File: src/rtl/pc_gen_pkg.sv
// Shared constants and types for the fetch program counter.
package pc_gen_pkg;

  localparam logic        RstEnable         = 1'b1;
  localparam logic        ChipEnable        = 1'b1;
  localparam logic        ChipDisable       = 1'b0;
  localparam logic [31:0] ZeroWord          = 32'h0000_0000;
  localparam logic [31:0] DEFAULT_RESET_VEC = 32'h0000_0000;

  // Source of the next pc, in decreasing priority.
  typedef enum logic [2:0] {
    SelFlush,
    SelHold,
    SelBranch,
    SelPend,
    SelSeq
  } pc_sel_e;

endpackage

File: src/rtl/pc_redirect_hold.sv
// Buffers a branch that arrives while fetch is stalled until the stall releases.
module pc_redirect_hold
  import pc_gen_pkg::*;
#(
  parameter int unsigned ADDR_W = 32
) (
  input  logic              clk,
  input  logic              rst,
  input  logic              load,
  input  logic              clear,
  input  logic [ADDR_W-1:0] load_target,
  output logic              pend,
  output logic [ADDR_W-1:0] pend_target
);

  // Reset wins, then load (a later stalled branch overwrites), then clear.
  always_ff @(posedge clk) begin
    if (rst == RstEnable) begin
      pend        <= 1'b0;
      pend_target <= ADDR_W'(ZeroWord);
    end else if (load) begin
      pend        <= 1'b1;
      pend_target <= load_target;
    end else if (clear) begin
      pend        <= 1'b0;
    end
  end

endmodule

File: src/rtl/pc_gen.sv
// Fetch program counter: sequential increment, stall, branch and flush redirect.
module pc_gen
  import pc_gen_pkg::*;
#(
  parameter int unsigned       ADDR_W     = 32,
  parameter logic [ADDR_W-1:0] RESET_VEC  = ADDR_W'(DEFAULT_RESET_VEC),
  parameter int unsigned       INST_BYTES = 4
) (
  input  logic              clk,
  input  logic              rst,
  input  logic              stall,
  input  logic              branch_flag,
  input  logic [ADDR_W-1:0] branch_target,
  input  logic              flush,
  input  logic [ADDR_W-1:0] flush_target,
  output logic [ADDR_W-1:0] pc,
  output logic              ce,
  output logic              redirect_pend,
  output logic              pc_misalign
);

  localparam logic [ADDR_W-1:0] IncBytes  = ADDR_W'(INST_BYTES);
  localparam logic [ADDR_W-1:0] AlignMask = ADDR_W'(INST_BYTES - 1);

  pc_sel_e           sel;
  logic [ADDR_W-1:0] pc_next;
  logic [ADDR_W-1:0] pend_target;
  logic              hold_load;
  logic              hold_clear;

  // Strict priority: flush > stall > live branch > buffered branch > increment.
  always_comb begin
    sel = SelSeq;
    if (flush) begin
      sel = SelFlush;
    end else if (stall) begin
      sel = SelHold;
    end else if (branch_flag) begin
      sel = SelBranch;
    end else if (redirect_pend) begin
      sel = SelPend;
    end
  end

  // Next-pc mux; increment wraps naturally modulo 2^ADDR_W.
  always_comb begin
    pc_next = pc + IncBytes;
    unique case (sel)
      SelFlush:  pc_next = flush_target;
      SelHold:   pc_next = pc;
      SelBranch: pc_next = branch_target;
      SelPend:   pc_next = pend_target;
      SelSeq:    pc_next = pc + IncBytes;
      default:   pc_next = pc + IncBytes;
    endcase
  end

  // Buffer control is only active once fetch is enabled.
  always_comb begin
    hold_load  = ce && (sel == SelHold) && branch_flag;
    hold_clear = ce && (sel inside {SelFlush, SelBranch, SelPend});
  end

  pc_redirect_hold #(
    .ADDR_W (ADDR_W)
  ) u_redirect_hold (
    .clk         (clk),
    .rst         (rst),
    .load        (hold_load),
    .clear       (hold_clear),
    .load_target (branch_target),
    .pend        (redirect_pend),
    .pend_target (pend_target)
  );

  // First cycle out of reset only raises ce, so RESET_VEC is fetched for a full cycle.
  always_ff @(posedge clk) begin
    if (rst == RstEnable) begin
      ce <= ChipDisable;
      pc <= RESET_VEC;
    end else if (ce == ChipDisable) begin
      ce <= ChipEnable;
    end else begin
      pc <= pc_next;
    end
  end

  // Targets are loaded unaligned; flag it while the fetch address is misaligned.
  always_comb begin
    pc_misalign = (ce == ChipEnable) && (|(pc & AlignMask));
  end

endmodule

File: config.mk
export PLATFORM = sky130hd
export DESIGN_NAME = pc_gen
export DESIGN_NICKNAME = d
export VERILOG_FILES = /design/src/rtl/pc_gen_pkg.sv /design/src/rtl/pc_redirect_hold.sv /design/src/rtl/pc_gen.sv
export SDC_FILE = /design/constraint.sdc
export NUM_CORES = 1
export LEC_CHECK = 0
export CAP_MARGIN = 0
export CORE_ASPECT_RATIO = 1.1
export CORE_MARGIN = 1
export CORE_UTILIZATION = 54
export CTS_BUF_LIST = sky130_fd_sc_hd__clkbuf_4
export DETAILED_ROUTE_END_ITERATION = 7
export PLACE_DENSITY_LB_ADDON = 0.1
export SLEW_MARGIN = 10
export SYNTH_ARGS = -nofsm -noshare
export SYNTH_HDL_FRONTEND = slang
export SYNTH_SLANG_ARGS = --single-unit
File: constraint.sdc
create_clock -name clk -period 5.2 [get_ports clk]
set_input_delay 1.3 -clock clk [delete_from_list [all_inputs] [get_ports clk]]
set_output_delay 1.3 -clock clk [all_outputs]
set_load 0.02 [all_outputs]
==> results.py <==
metrics = {
    "finish": {
        "syn_to_final_growth_pct": 30.37,
        "fin_cells": 673,
        "drive_above_1_share_pct": 8.460,
        "antenna_cells": 0,
        "fillers": 552,
        "layout.nets": 656,
    },
    "drt": {
        "dr.pass1.iters": 5,
        "drt-total-wl_mm": 11.71,
        "drc": 0,
        "final_antenna_net_count": 0,
        "avgViaCountPerCell": 6.279,
        "via_count": 4226,
        "wl_per_cell_um": 17.39,
        "drt_iter0_drc": 453,
    },
    "timing": {
        "slew_headroom_pct": 43.53,
        "hold_violations": 0,
        "drv_slew": 0,
        "post-route-min-period_ns": 3.441,
        "tns_ns": 0,
        "finalSetupViolCount": 0,
        "finalClockSkew_ns": 0.01819,
        "setup_ws_ns": 1.759,
        "period_share_pct": 66.18,
        "tightest_slew_ns": 0.8440,
        "fmax_mhz": 290.6,
        "rsz0062_at_grt": "no",
    },
    "min_path": {
        "holdPathStages": 2,
        "hp-start": "u_redirect_hold.pend_target[24]",
        "min_to": "u_redirect_hold.pend_target[24]",
        "hold_path_class": "reg2reg",
    },
    "synth": {
        "synth_ff_type": "dfxtp_1",
        "syn_nets": 573,
        "yosys-top-cells-count": "nand2_1 (111), a21oi_1 (84), dfxtp_1 (66)",
        "syn_inst": 503,
        "syn_area_per_cell_um2": 7.527,
        "synth_top_area_share_pct": 34.90,
        "synth_edf_count": 0,
        "synth_seq_area_share_pct": 34.90,
        "ys_warn_count": 0,
        "ys_seq_elements": 66,
        "synth_most_common_cell": "nand2_1",
        "netlist_area_um2": 3786,
        "synthArstFlopShare_pct": 0,
        "synth.largest_area_cell": "dfxtp_1",
        "yosysUniqueCellTypes": 66,
        "synthTopCellsByArea": "dfxtp_1 (35%), a21oi_1 (11%), nand2_1 (11%)",
    },
    "power": {
        "peakVddDrop_mv": 0.1602,
        "p_leak_nw": 1.702,
        "p_per_area_nw_per_um2": 231.4,
    },
    "global_routing": {
        "gr-total-overflow": 0,
        "grt_usage_pct": 32.69,
        "first_global_vias": 3803,
        "grt_pass1_wl_mm": 18.56,
        "grt_max_degree": 59,
        "antenna_found_initial": 0,
    },
    "cts": {
        "ctsResizeCount": 0,
        "h-tree-depth": 3,
        "tritoncts": "built",
        "cts_buffers": 9,
        "cts_setup_buffers": 0,
        "cts_root_buf": "clkbuf_4",
        "clk_latency_ns": 0.43,
        "ctsHoldBuffers": 0,
        "clkSlewWorstSetupHoldPaths_ns": 0.12,
        "ctsLongestPathBuffers": 2,
        "cts.sinks": 66,
    },
    "placed_design": {
        "place.gp.congestion": 0.8573,
        "hpwl_mm": 8.174,
        "dp_slack_ns": 1.339,
        "numPortBuffers": 103,
        "post-place-cells": 657,
    },
    "worst_setup_path": {
        "critPathArrivalTime_ns": 3.78,
        "worstPathMaxFanout": 18,
        "worst_setup_path_start_kind": "input port",
        "rrSetupSlack_ns": 2.84,
        "reg2reg_from": "ce",
        "crit_type": "in2reg",
        "reg2reg_depth": 5,
        "crit_required_ns": 5.54,
        "crit_path_end_kind": "register",
        "r2r-end": "u_redirect_hold.pend_target[31]",
    },
    "floorplanning": {
        "coreArea_um2": 6671,
        "dieArea_um2": 7350,
        "initial_core_util_pct": 56.75,
        "die_w_um": 81.84,
        "ios": 104,
        "fp.dieH_um": 89.82,
        "row_count": 31,
    },
    "job": {
        "cap_violations": 0,
    },
    "run_status": {
        "outcome": "completed",
    },
}
==> per-stage QoR <==
step                hold WS [ns]  total power, W  area, um2  util (%)
detailed placement        0.4468       0.0008043       4791     71.81
global route              0.4786        0.001187       4936     73.99
floorplan                 0.4360       0.0006814       3786         -
CTS                       0.4630        0.001139       4928     73.87
finish                    0.4616        0.001142       4936     73.99
global placement          0.4413       0.0007997       4791     71.81
==> how the worst max path moves through the flow <==
stage	start	end	slack [ns]	cells after the start
2_1_floorplan	stall	pc[27]	2.69	8
3_5_place_dp	flush	pc[17]	1.34	8
5_1_grt	flush	pc[17]	1.61	8
6_report	flush	pc[17]	1.76	8
3_3_place_gp	flush	pc[17]	1.46	8
4_1_cts	flush	pc[17]	1.76	8
==> power breakdown <==
group          internal [W]  switching, W  total, W
Clock              0.000144      0.000200  0.000344
Combinational      0.000116      0.000121  0.000237
Sequential         0.000528     0.0000338  0.000561
==> placed cells by master (no fill, tap or decap), drive strengths merged, types with 3 or more instances in the layout <==
cell	synthesis	final
o21a	3	3
o22ai	8	8
o21ai	27	27
a22oi	16	16
dfxtp	66	66
clkinvlp	0	4
buf	18	11
clkbuf	23	9
a21oi	84	84
a22o	3	3
nor4b	3	3
and3	7	7
nand4	13	13
nor2	23	23
and4	5	5
nand3	13	13
a31oi	6	6
mux2i	9	9
clkdlybuf4s50	0	102
nor4	3	3
inv	9	9
o211ai	3	3
nand2	111	111
a222oi	6	6
nor3	9	9
==> state kept, by name (all words and copies together), names as in the netlist <==
name                         flops
pc                              32
ce                               1
u_redirect_hold.pend_target     32
u_redirect_hold.pend             1
==> area by class of cell <==
class | instances | area, um2 | area share, %
multi-input combinational | 387 | 2240 | 45.37
sequential | 66 | 1321 | 26.77
timing repair buffer | 113 | 1101 | 22.31
tap | 82 | 102.6 | 2.079
clock inverter | 7 | 70.07 | 1.420
clock buffer | 9 | 67.56 | 1.369
inverter | 9 | 33.78 | 0.6844
==> layer usage <==
layer / up-vias / wire length (um) / track usage [%]
met4: 0 / 239 / 12.87
met1: 1962 / 4988 / 47.31
met2: 235 / 5401 / 47.38
met3: 23 / 1075 / 5.685
met5: - / 0 / 0
li1: 2006 / - / -
==> critical path: stages <==
cell             delay [ns]
clkdlybuf4s50_1        0.66
buf_4                  0.34
nor3b_2                0.60
buf_4                  0.35
a22o_1                 0.15
a21oi_1                0.04
o31a_1                 0.11
o32ai_1                0.23
==> logic make-up after synthesis <==
logic type | synth area share [%]
simple gates | 26.54
compound gates | 29.08
flops | 34.90
buf+inv | 6.245
mux | 2.677
xor+xnor | 0.2314
fa+ha+maj | 0.3304
No activity file was read; power rests on OpenSTA's default activity.
